File: config.mk
export PLATFORM = sky130hd
export DESIGN_NAME = pc_fetch_controller_flat
export DESIGN_NICKNAME = d
export VERILOG_FILES = /design/src/rtl/fetch_ctrl_pkg.sv /design/src/rtl/pc_fetch_controller_if.sv /design/src/rtl/fetch_next_pc.sv /design/src/rtl/pc_fetch_controller.sv /design/src/flat_wrapper.sv
export SDC_FILE = /design/constraint.sdc
export NUM_CORES = 1
export LEC_CHECK = 0
export ABC_AREA = 1
export ABC_CLOCK_PERIOD_IN_PS = 2730
export BUFFER_PORTS_ARGS = -buffer_cell sky130_fd_sc_hd__buf_2
export CAP_MARGIN = 20
export CORE_MARGIN = 5
export CORE_UTILIZATION = 53
export DETAILED_ROUTE_END_ITERATION = 6
export PLACE_DENSITY = 0.86
export SETUP_SLACK_MARGIN = 0.3
export SLEW_MARGIN = 0
export SYNTH_ARGS = -nofsm -noshare
export SYNTH_HDL_FRONTEND = slang
export SYNTH_HIERARCHICAL = 1
export SYNTH_SLANG_ARGS = --single-unit
File: constraint.sdc
create_clock -name CLK -period 2.73 [get_ports CLK]
set_clock_uncertainty 0.1 [all_clocks]
set_input_delay 0.1365 -clock CLK [delete_from_list [all_inputs] [get_ports CLK]]
set_output_delay 0.1365 -clock CLK [all_outputs]
set_load 0.02 [all_outputs]
File: src/rtl/fetch_ctrl_pkg.sv
`default_nettype none
// ============================================================================
//  Module      : fetch_ctrl_pkg
//  Description : Shared types and constants for the IF-stage fetch controller.
//  Revision    : 1.0 - initial release
// ============================================================================
package fetch_ctrl_pkg;

    localparam int          INSTR_BYTES          = 4;
    localparam logic [31:0] RESET_VECTOR_DEFAULT = 32'h0000_0000;

    typedef enum logic [1:0] {
        S_BOOT       = 2'd0,
        S_FETCH      = 2'd1,
        S_REDIR_WAIT = 2'd2
    } fetch_state_t;

    typedef enum logic [1:0] {
        SEL_HOLD   = 2'd0,
        SEL_SEQ    = 2'd1,
        SEL_TARGET = 2'd2,
        SEL_PEND   = 2'd3
    } pc_sel_t;

endpackage : fetch_ctrl_pkg
`default_nettype wire

File: src/rtl/pc_fetch_controller_if.sv
`default_nettype none
// ============================================================================
//  Module      : pc_fetch_controller_if
//  Description : Hazard/branch inputs and IMEM/IF-ID outputs of the fetch controller.
//  Revision    : 1.0 - initial release
// ============================================================================
interface pc_fetch_controller_if #(
    parameter int XLEN = 32
);
    logic            IMEM_BUSYWAIT;
    logic            STALL;
    logic            REDIRECT;
    logic [XLEN-1:0] REDIRECT_TARGET;
    logic [XLEN-1:0] PC;
    logic [XLEN-1:0] PC_PLUS4;
    logic            IMEM_READ;
    logic [XLEN-1:0] IMEM_ADDRESS;
    logic            IFID_WRITE;
    logic            IFID_FLUSH;

    modport master (
        input  IMEM_BUSYWAIT, STALL, REDIRECT, REDIRECT_TARGET,
        output PC, PC_PLUS4, IMEM_READ, IMEM_ADDRESS, IFID_WRITE, IFID_FLUSH
    );

    modport slave (
        output IMEM_BUSYWAIT, STALL, REDIRECT, REDIRECT_TARGET,
        input  PC, PC_PLUS4, IMEM_READ, IMEM_ADDRESS, IFID_WRITE, IFID_FLUSH
    );
endinterface : pc_fetch_controller_if
`default_nettype wire

File: src/rtl/fetch_next_pc.sv
`default_nettype none
// ============================================================================
//  Module      : fetch_next_pc
//  Description : Combinational next-PC mux (hold / sequential / redirect / pending).
//  Revision    : 1.0 - initial release
// ============================================================================
module fetch_next_pc
    import fetch_ctrl_pkg::*;
#(
    parameter int XLEN = 32
) (
    input  wire logic [XLEN-1:0] i_pc,
    input  wire logic [XLEN-1:0] i_target,
    input  wire logic [XLEN-1:0] i_pend,
    input  wire pc_sel_t         i_sel,
    output logic      [XLEN-1:0] o_next_pc,
    output logic      [XLEN-1:0] o_pc_plus4
);
    localparam logic [XLEN-1:0] C_ALIGN_MASK = ~XLEN'(3);

    logic [XLEN-1:0] w_target_aligned;

    // Wraps naturally at 2^XLEN.
    assign o_pc_plus4       = i_pc + XLEN'(INSTR_BYTES);
    assign w_target_aligned = i_target & C_ALIGN_MASK;

    always_comb begin
        o_next_pc = i_pc;
        case (i_sel)
            SEL_HOLD:   o_next_pc = i_pc;
            SEL_SEQ:    o_next_pc = o_pc_plus4;
            SEL_TARGET: o_next_pc = w_target_aligned;
            SEL_PEND:   o_next_pc = i_pend;
            default:    o_next_pc = i_pc;
        endcase
    end
endmodule : fetch_next_pc
`default_nettype wire

File: src/rtl/pc_fetch_controller.sv
`default_nettype none
// ============================================================================
//  Module      : pc_fetch_controller
//  Description : IF-stage PC sequencer, IMEM read handshake and IF/ID control.
//  Revision    : 1.0 - initial release
// ============================================================================
module pc_fetch_controller
    import fetch_ctrl_pkg::*;
#(
    parameter int              XLEN         = 32,
    parameter logic [XLEN-1:0] RESET_VECTOR = XLEN'(RESET_VECTOR_DEFAULT)
) (
    input  wire logic           CLK,
    input  wire logic           RESET,
    pc_fetch_controller_if.master fetch
);
    localparam logic [XLEN-1:0] C_ALIGN_MASK = ~XLEN'(3);

    fetch_state_t    r_state;
    fetch_state_t    w_state_nxt;
    logic [XLEN-1:0] r_pc;
    logic [XLEN-1:0] r_pend_target;
    logic [XLEN-1:0] w_next_pc;
    logic [XLEN-1:0] w_pc_plus4;
    pc_sel_t         w_sel;
    logic            w_pend_load;
    logic            w_imem_read;
    logic            w_ifid_write;
    logic            w_ifid_flush;

    fetch_next_pc #(
        .XLEN (XLEN)
    ) u_next_pc (
        .i_pc       (r_pc),
        .i_target   (fetch.REDIRECT_TARGET),
        .i_pend     (r_pend_target),
        .i_sel      (w_sel),
        .o_next_pc  (w_next_pc),
        .o_pc_plus4 (w_pc_plus4)
    );

    always_ff @(posedge CLK) begin
        if (RESET) begin
            r_state       <= S_BOOT;
            r_pc          <= RESET_VECTOR;
            r_pend_target <= '0;
        end else begin
            r_state <= w_state_nxt;
            r_pc    <= w_next_pc;
            if (w_pend_load) begin
                r_pend_target <= fetch.REDIRECT_TARGET & C_ALIGN_MASK;
            end
        end
    end

    always_comb begin
        w_state_nxt  = r_state;
        w_sel        = SEL_HOLD;
        w_pend_load  = 1'b0;
        w_imem_read  = 1'b0;
        w_ifid_write = 1'b0;
        w_ifid_flush = 1'b0;
        case (r_state)
            S_BOOT: begin
                w_ifid_flush = 1'b1;
                w_state_nxt  = S_FETCH;
            end
            S_FETCH: begin
                w_imem_read = 1'b1;
                if (fetch.REDIRECT && !fetch.IMEM_BUSYWAIT) begin
                    w_sel        = SEL_TARGET;
                    w_ifid_flush = 1'b1;
                end else if (fetch.REDIRECT) begin
                    w_pend_load = 1'b1;
                    w_state_nxt = S_REDIR_WAIT;
                end else if (!fetch.IMEM_BUSYWAIT && !fetch.STALL) begin
                    w_sel        = SEL_SEQ;
                    w_ifid_write = 1'b1;
                end
            end
            S_REDIR_WAIT: begin
                // The wrong-path fetch must drain; only the latest redirect survives.
                w_imem_read = 1'b1;
                if (fetch.IMEM_BUSYWAIT) begin
                    w_pend_load = fetch.REDIRECT;
                end else begin
                    w_sel        = fetch.REDIRECT ? SEL_TARGET : SEL_PEND;
                    w_ifid_flush = 1'b1;
                    w_state_nxt  = S_FETCH;
                end
            end
            default: begin
                w_state_nxt = S_BOOT;
            end
        endcase
        if (RESET) begin
            w_imem_read  = 1'b0;
            w_ifid_write = 1'b0;
            w_ifid_flush = 1'b1;
        end
    end

    assign fetch.PC           = r_pc;
    assign fetch.PC_PLUS4     = w_pc_plus4;
    assign fetch.IMEM_ADDRESS = r_pc;
    assign fetch.IMEM_READ    = w_imem_read;
    assign fetch.IFID_WRITE   = w_ifid_write;
    assign fetch.IFID_FLUSH   = w_ifid_flush;
endmodule : pc_fetch_controller
`default_nettype wire
File: src/flat_wrapper.sv
// flat-port wrapper written by rule: the top's interface ports become plain ports
module pc_fetch_controller_flat import fetch_ctrl_pkg::*;
#(
    parameter int              XLEN         = 32,
    parameter logic [XLEN-1:0] RESET_VECTOR = XLEN'(RESET_VECTOR_DEFAULT)
)
  (CLK, RESET, fetch_IMEM_BUSYWAIT, fetch_STALL, fetch_REDIRECT, fetch_REDIRECT_TARGET, fetch_PC, fetch_PC_PLUS4, fetch_IMEM_READ, fetch_IMEM_ADDRESS, fetch_IFID_WRITE, fetch_IFID_FLUSH);
  pc_fetch_controller_if #(.XLEN(XLEN)) fetch_i ();
  input  wire logic CLK;
  input  wire logic RESET;
  input wire logic [$bits(fetch_i.IMEM_BUSYWAIT)-1:0] fetch_IMEM_BUSYWAIT;
  input wire logic [$bits(fetch_i.STALL)-1:0] fetch_STALL;
  input wire logic [$bits(fetch_i.REDIRECT)-1:0] fetch_REDIRECT;
  input wire logic [$bits(fetch_i.REDIRECT_TARGET)-1:0] fetch_REDIRECT_TARGET;
  output wire logic [$bits(fetch_i.PC)-1:0] fetch_PC;
  output wire logic [$bits(fetch_i.PC_PLUS4)-1:0] fetch_PC_PLUS4;
  output wire logic [$bits(fetch_i.IMEM_READ)-1:0] fetch_IMEM_READ;
  output wire logic [$bits(fetch_i.IMEM_ADDRESS)-1:0] fetch_IMEM_ADDRESS;
  output wire logic [$bits(fetch_i.IFID_WRITE)-1:0] fetch_IFID_WRITE;
  output wire logic [$bits(fetch_i.IFID_FLUSH)-1:0] fetch_IFID_FLUSH;
  assign fetch_i.IMEM_BUSYWAIT = fetch_IMEM_BUSYWAIT;
  assign fetch_i.STALL = fetch_STALL;
  assign fetch_i.REDIRECT = fetch_REDIRECT;
  assign fetch_i.REDIRECT_TARGET = fetch_REDIRECT_TARGET;
  assign fetch_PC = fetch_i.PC;
  assign fetch_PC_PLUS4 = fetch_i.PC_PLUS4;
  assign fetch_IMEM_READ = fetch_i.IMEM_READ;
  assign fetch_IMEM_ADDRESS = fetch_i.IMEM_ADDRESS;
  assign fetch_IFID_WRITE = fetch_i.IFID_WRITE;
  assign fetch_IFID_FLUSH = fetch_i.IFID_FLUSH;
  pc_fetch_controller #(.XLEN(XLEN), .RESET_VECTOR(RESET_VECTOR)) u_core (.CLK(CLK), .RESET(RESET), .fetch(fetch_i));
endmodule
==> results.md, run 1 <==
* Via/cell ratio at slightly above 5
* DP Area at 0.00502 mm2
* Number of I/O pins at approximately 140
* P_sw at ~1.3 mW
* Pin count of the biggest net entering global routing at between 60 and 70
* RR Endpoint: u_core/fetch.IMEM_ADDRESS[6]$_SDFF_PP0_
* Worst hold endpoint: u_core/r_pend_target[22]$_SDFFE_PP0P_
* Crit path arrival time at slightly above 2 ns
* Final wirelength at 12,500 um
* CTS Sinks at 64
* Critical Path End Type: primary output
* Most common cell on crit path: nand2_1
* Yosys warns at 6
* RD Place Congestion at 0.871
* First-pass GRT wire length at ~20,000 um
* CP Cell Sequence: ha_1 -> nand2_1 -> nor2_2 -> nand2_1 -> nor2_4 -> nand3_1 -> and2_1 -> buf_2
* Place WS at 0.388 ns
* Core Area at 0.00830 mm2
* Hold slack at between 0.02 and 0.025 ns
* Simple-gate share of the synthesized area at 39.6%
* Die Width at between 100 and 150 um
* Final setup viols at 0
* Largest family of logic cells by synthesized area: simple AND/OR/NAND/NOR gates
* Total die area at 0.0106 mm2
* Hold_sp: fetch_REDIRECT_TARGET[22]
* Worst r2r path cells at 11
* Post-CTS Setup Repair Bufs at 0
* Top post-synthesis cells by area: dfxtp_1, nand2_1, inv_1
* Most used DFF post-synth: dfxtp_1
* CP delay by family, top: simple AND/OR/NAND/NOR gates
* Post-synthesis xor/xnor area fraction at under 10%
* Period utilisation layout at a little over 80%
* WL per Instance at roughly 14 um
* Synth Register Bits at 64
* Die Height at approximately 100 um
* Worst min path class: in2reg
* GR Util All Layers at 23.7%
* Starting Density at 54.9%
* Max Clock Freq at approximately 0.44 GHz
* Mux contribution to synthesized area at 0%
* Worst-margin pin slew at 0.933 ns
* Setup_tns at 0 ns
* Crit path time final at roughly 2.3 ns
* PwrDens at 607 mW/mm2
* Max Cap Viol at 0
* Vias in the first global route at around 4,100
* Synth Area in Compound Gates at 8.10%
* CTS clk-pin slew, worst paths at 0.08 ns
* Via Count at approximately 4,600
* Clock power share at around a quarter
* Cells after synthesis at 707
* Status: complete, no violations
* Area added between synthesis and finish at 14.8%
* Sw frac at 41.4%
* Ant diodes at 0
* DRT Pass-1 Iters at 5
* Fin. Hold Viols at 0
* Register area share after synthesis at 28.1%
* Peak VDD IR at between 0.0004 and 0.0005 V
* Detail Placement HPWL at around 9000 um
* Clock Path Buffers at 2
* Clock root buffer: clkbuf_8
* Final #Nets at 840
* Slew Limit Fails at 0
* Post-synth top area share at ~28%
* Final Instance Area at around 0.0052 mm2
* Relative slew slack at a little under two fifths
* Final WS setup at about 0.46 ns
* CP required at 2.49 ns
* CP bufs+invs at 1
* Number of enable flip-flop cells after synthesis at 0
* Num CTS Buffers at 9
* Hold depth at 5
* Port Buf Inserts at between 100 and 150
* Drt initial violations at 370
* Internal Pwr Total at ~1.9 mW
* CTS H-tree lvls at 3
* DRC Markers at 0
* Register-to-register path setup slack at between 0.4 and 0.5 ns
* Synthesized area per cell at approximately 6.4 um2
* Sequential Power Share at a little under two fifths
* Gate power share at around 37%
* Startpoint Class: register
* Yosys top cell by area: dfxtp_1
* P_leak at about 2.6 nW
* Slowest stage delay, CP at around 0.42 ns
* Worst-Skew Late Latency at 0.34 ns
* Max FO, Critical Path at 5
* Initial antenna violation count at 1
* ANT nets after route at 0
* Share of layout cells above drive strength 1 at approximately 26%
* Post-synthesis adder-cell area fraction at under 10%
* Syn Std Cell Area at about 0.0046 mm2
* Master of the slowest instance on the critical path: dfxtp_1
* Top cells by count, synth: nand2_1, inv_1, nor2_1
* Synth cell types at 29
* GRT overflow at 0
* Ys async rst share at 0%
* Setup CP Type: reg2out
* RSZ-0062 raised after global routing: false
* TritonCTS clock tree: done
* Cell with the most instances after synthesis: nand2_1
* Row count at 33
* R2R Path Start: u_core/r_state[1]$_SDFFE_PP0P_
==> cell type report <==
class / instances / area (um2)
Multi-Input combinational cell: 477 / 2480
Clock buffer: 9 / 124
Clock inverter: 7 / 72.6
Inverter: 102 / 383
Timing Repair Buffer: 143 / 766
Sequential cell: 64 / 1280
Tap cell: 105 / 131
Fill cell: 781 / 3060
==> per-layer routing <==
metal | routed length (um) | global-route usage [%]
met5 | 13 | 0
met4 | 189 | 6.27
met3 | 1320 | 5.95
met2 | 5860 | 38.3
met1 | 5110 | 31.6
==> metrics by stage <==
step                utilization [%]  instances  power (mW)
finish                         63.1        907        3.18
global route                   63.1        907        3.38
floorplan                         -        708        2.14
global placement               60.5        891        2.32
detailed placement             60.5        891        2.35
CTS                            62.8        907        3.17
==> timing repair <==
| item | 4_1_cts | 5_1_grt |
|---|---|---|
| gates resized for setup | 0 | 5 |
| hold buffers | 0 | 0 |
| endpoints found under the setup margin | 0 | 30 |
==> layout by cell type (no fill, tap or decap), drive strengths merged, types with 6 or more instances in the layout <==
cell type,netlist,routed
buf,52,143
ha,6,6
nand4,9,9
dfxtp,64,64
xor2,11,11
a21oi,32,32
inv,102,102
nand2,192,192
a22o,23,23
nor2,113,113
clkbuf,13,9
nand3,58,58
nand3b,15,15
and2,8,8
==> power groups by stage <==
stage	Combinational [mW]	Clock, mW	Sequential (mW)
final	1.19	0.822	1.17
after global routing	1.31	0.878	1.19
after CTS	1.17	0.829	1.17
after detailed placement	1.16	0	1.19
after global placement	1.14	0	1.18
after floorplan	0.920	0	1.22
==> sequential cells by signal, summed over array words and instances, names as in the netlist <==
signal,flops
u_core/fetch.IMEM_ADDRESS,32
u_core/r_pend_target,30
u_core/r_state,2
==> worst max-delay path by stage <==
stage	start	endpoint	slack (ns)	depth (start not counted)
finish	u_core/fetch.IMEM_ADDRESS[3]$_SDFF_PP0_	fetch_PC_PLUS4[24]	0.46	8
global route	u_core/fetch.IMEM_ADDRESS[3]$_SDFF_PP0_	fetch_PC_PLUS4[24]	0.30	8
CTS	u_core/r_state[0]$_SDFFE_PP0P_	u_core/fetch.IMEM_ADDRESS[14]$_SDFF_PP0_	0.35	11
detailed placement	u_core/r_state[0]$_SDFFE_PP0P_	u_core/fetch.IMEM_ADDRESS[14]$_SDFF_PP0_	0.39	11
global placement	u_core/r_state[0]$_SDFFE_PP0P_	u_core/fetch.IMEM_ADDRESS[14]$_SDFF_PP0_	0.50	11
floorplan	u_core/r_state[0]$_SDFFE_PP0P_	u_core/fetch.IMEM_ADDRESS[16]$_SDFF_PP0_	0.64	12
==> logic make-up (layout without fill, tap and decap cells) <==
logic type / after synthesis / in the layout
AOI/OAI and AO/OA: 56 / 56
xor gates and xnor gates: 15 / 15
adders and majority gates: 6 / 6
buffers and inverters: 167 / 261
DFF: 64 / 64
other: 1 / 2
and+or+nand+nor: 398 / 398
==> worst register-to-register path: stages, from the launching register on <==
cell and delay (ns):
dfxtp_1 0.38, inv_1 0.10, ha_1 0.29, inv_1 0.20
nor3_2 0.08, buf_4 0.15, nor2_2 0.09, buf_4 0.32
nand2_1 0.15, nand4_1 0.15, inv_1 0.06, nor2_1 0.08
No activity file was read; power rests on OpenSTA's default activity.
==> run 2, diff against run 1 <==
- ABC_AREA: 1 -> 0
- ABC_CLOCK_PERIOD_IN_PS: 2730 -> 2380
- CORE_UTILIZATION: 53 -> 51
- PLACE_DENSITY: 0.86 -> 0.85
- clock period: 2.73 -> 2.38 ns (I/O delays scaled with it)
==> run 2 against run 1 <==
  * Cell area grew 18%
  * Register-to-register slack lost 0.40 ns
  * Combinational power grew 33%
  * Synthesized cell count shrank 30%
  * Core utilization grew 16 points
  * Sequential power grew 13%
  * Global-route usage grew 1.4 points
  * Die area shrank 6.2%
  * Final cell count shrank 14%
  * Non-clock buffer count grew 93
  * Count of clock-buffer cells in the layout grew 5
  * Routed wire length grew 15%
  * Highest routed layer is now met4
==> results.md, run 2 <==
* Synthesized area per cell at between 8 and 9 um2
* Vias in the first global route at 4,089
* Startpoint Class: register
* Slew Limit Fails at 0
* Clock Path Buffers at 2
* Final #Nets at 720
* Final wirelength at ~14,000 um
* Critical Path Sink: fetch_PC_PLUS4[25]
* Status: complete, no violations
* Relative slew slack at 66.5%
* Setup CP Type: reg2out
* GRT overflow at 0
* Crit path arrival time at 2.11 ns
* Most used DFF post-synth: dfxtp_1
* RR Endpoint: u_core/fetch.IMEM_ADDRESS[30]$_SDFF_PP0_
* Final setup viols at 0
* Top cells by count, synth: nand2_1, dfxtp_1, a21oi_1
* Peak VDD IR at roughly 0.00044 V
* GR Util All Layers at roughly a quarter
* Share of layout cells above drive strength 1 at 46.3%
* Top post-synthesis cells by area: dfxtp_1, nand2_1, mux2i_1
* Syn Std Cell Area at between 0.004 and 0.005 mm2
* Initial antenna violation count at 0
* Synth Register Bits at 64
* Critical Path End Type: primary output
* DRT Pass-1 Iters at 5
* DRC Markers at 0
* P_leak at roughly 2.8 nW
* Worst-margin pin slew at 0.503 ns
* Via Count at roughly 4,400
* R2R Path Start: u_core/r_state[0]$_SDFFE_PP0P_
* Max FO, Critical Path at 6
* Die Height at ~100 um
* Yosys top cell by area: dfxtp_1
* Cell with the most instances after synthesis: nand2_1
* Post-synth top area share at a little under a third
* Detail Placement HPWL at 7980 um
* Crit path time final at around 2.3 ns
* CTS clk-pin slew, worst paths at 0.07 ns
* RD Place Congestion at 0.857
* Pin count of the biggest net entering global routing at just over 40
* Worst min path class: in2reg
* PwrDens at about 640 mW/mm2
* Ant diodes at 0
* Max Cap Viol at 0
* ANT nets after route at 0
* Number of I/O pins at between 100 and 150
* Ys async rst share at 0%
* Die Width at ~100 um
* CP required at 2.16 ns
* Starting Density at between 50% and 60%
* Num CTS Buffers at 9
* Register-to-register path setup slack at 0.09 ns
* Hold slack at roughly 0.17 ns
* Cells after synthesis at about 500
* RSZ-0062 raised after global routing: true
* Row count at 32
* Max Clock Freq at 0.430 GHz
* Pwr Total at just under 4 mW
* Worst-Skew Late Latency at 0.35 ns
* Max FFs per register at 32
* Fin. Hold Viols at 0
* First-pass GRT wire length at ~20,000 um
* Core Area at 0.00777 mm2
* Drt initial violations at ~280
* Port Buf Inserts at around 130
* Total die area at approximately 0.0099 mm2
* Period utilisation layout at 97.8%
* Clock root buffer: clkbuf_8
* Worst r2r path cells at 11
* Register area share after synthesis at between 30% and 40%
* Number of enable flip-flop cells after synthesis at 0
* TritonCTS clock tree: done
* Synth cell types at around 50
* CTS Sinks at 64
* CTS H-tree lvls at 3
* Crit path launch: u_core/fetch.IMEM_ADDRESS[14]$_SDFF_PP0_
* Final core utilization at between 70% and 80%
* Via/cell ratio at between 5 and 6
* Most frequent cells in the layout: buf_2, nand2_1, buf_4
* Yosys warns at 6
* Most common cell after layout, fill and taps aside: buf_2
* Area added between synthesis and finish at 50.7%
* WL per Instance at 18.3 um
[run 2: cell count changes in the layout (fill, tap and decap cells not counted), sizes merged, moves of 17 or more]
cell,previous run,this run
a22o,23,0
xor2,11,28
inv,102,10
mux2i,0,30
nor2,113,18
nand3,58,14
nand2,192,84
dlygate4sd3,0,30
buf,143,206
nor2b,0,33
[run 2: power breakdown]
| part | switching, mW | total [mW] | internal, mW |
|---|---|---|---|
| Clock | 0.429 | 1.03 | 0.598 |
| Combinational | 0.846 | 1.58 | 0.735 |
| Sequential | 0.138 | 1.32 | 1.18 |
| Total | 1.41 | 3.93 | 2.52 |
[run 2: worst min path at each step]
stage	from	end	cells past startpoint
2_1_floorplan	fetch_REDIRECT_TARGET[11]	u_core/r_pend_target[11]$_SDFFE_PP0P_	2
3_3_place_gp	fetch_REDIRECT_TARGET[16]	u_core/r_pend_target[16]$_SDFFE_PP0P_	3
3_5_place_dp	fetch_REDIRECT_TARGET[29]	u_core/r_pend_target[29]$_SDFFE_PP0P_	3
4_1_cts	RESET	u_core/fetch.IMEM_ADDRESS[12]$_SDFF_PP0_	3
5_1_grt	RESET	u_core/fetch.IMEM_ADDRESS[23]$_SDFF_PP0_	3
6_report	RESET	u_core/fetch.IMEM_ADDRESS[15]$_SDFF_PP0_	3
[run 2: metal layers]
layer  wire [um]  up-vias  GRT usage [%]  share of wire, %
li1            -     2002              -                 -
met1        5400     2134           29.6                38
met2        7460      246           44.6                52
met3        1050       46           3.37               7.3
met4         434        0           12.1               3.0
met5           0        -              0                 0
[run 2: layout make-up]
class,instances,area (um2)
clock buffer,14,183
clock inverter,2,35.0
timing repair buffer,236,1710
inverter,10,42.5
fill,451,1610
tap,102,128
multi-input combinational,356,2710
sequential,64,1350
[run 2: stage by stage]
stage | instance area (um2) | setup TNS, ns | instances | worst slack, ns
floorplan | 4210 | 0 | 496 | 0.193
finish | 6160 | 0 | 784 | 0.0524
CTS | 5850 | 0 | 767 | 0.196
detailed placement | 4740 | -0.104 | 686 | -0.0411
global placement | 4740 | 0 | 686 | 0.0649
global route | 6160 | -0.0293 | 784 | -0.0183
[run 2: cell families after synthesis]
logic type	Yosys count	synth area share, %
and+or+nand+nor	200	25.4
buffers and inverters	76	10.7
DFF	64	31.4
AOI/OAI and AO/OA	63	8.91
xor gates and xnor gates	45	9.64
muxes	40	12.0
adders and majority gates	6	1.84
other	1	0.0918
[run 2: critical path: stages, from the launching register on]
cell     delay (ns)
dfxtp_4        0.41
and3_1         0.23
and3_1         0.26
nand4_1        0.27
nor2_1         0.22
xor2_1         0.19
buf_2          0.19
[run 2: what timing repair did]
item,in CTS,in global routing
hold buffers,30,0
buffers inserted,33,17
endpoints found under the setup margin,49,50
cloned,2,0
endpoints found under the hold margin,30,0
resized for setup,84,39
pin swaps,34,19
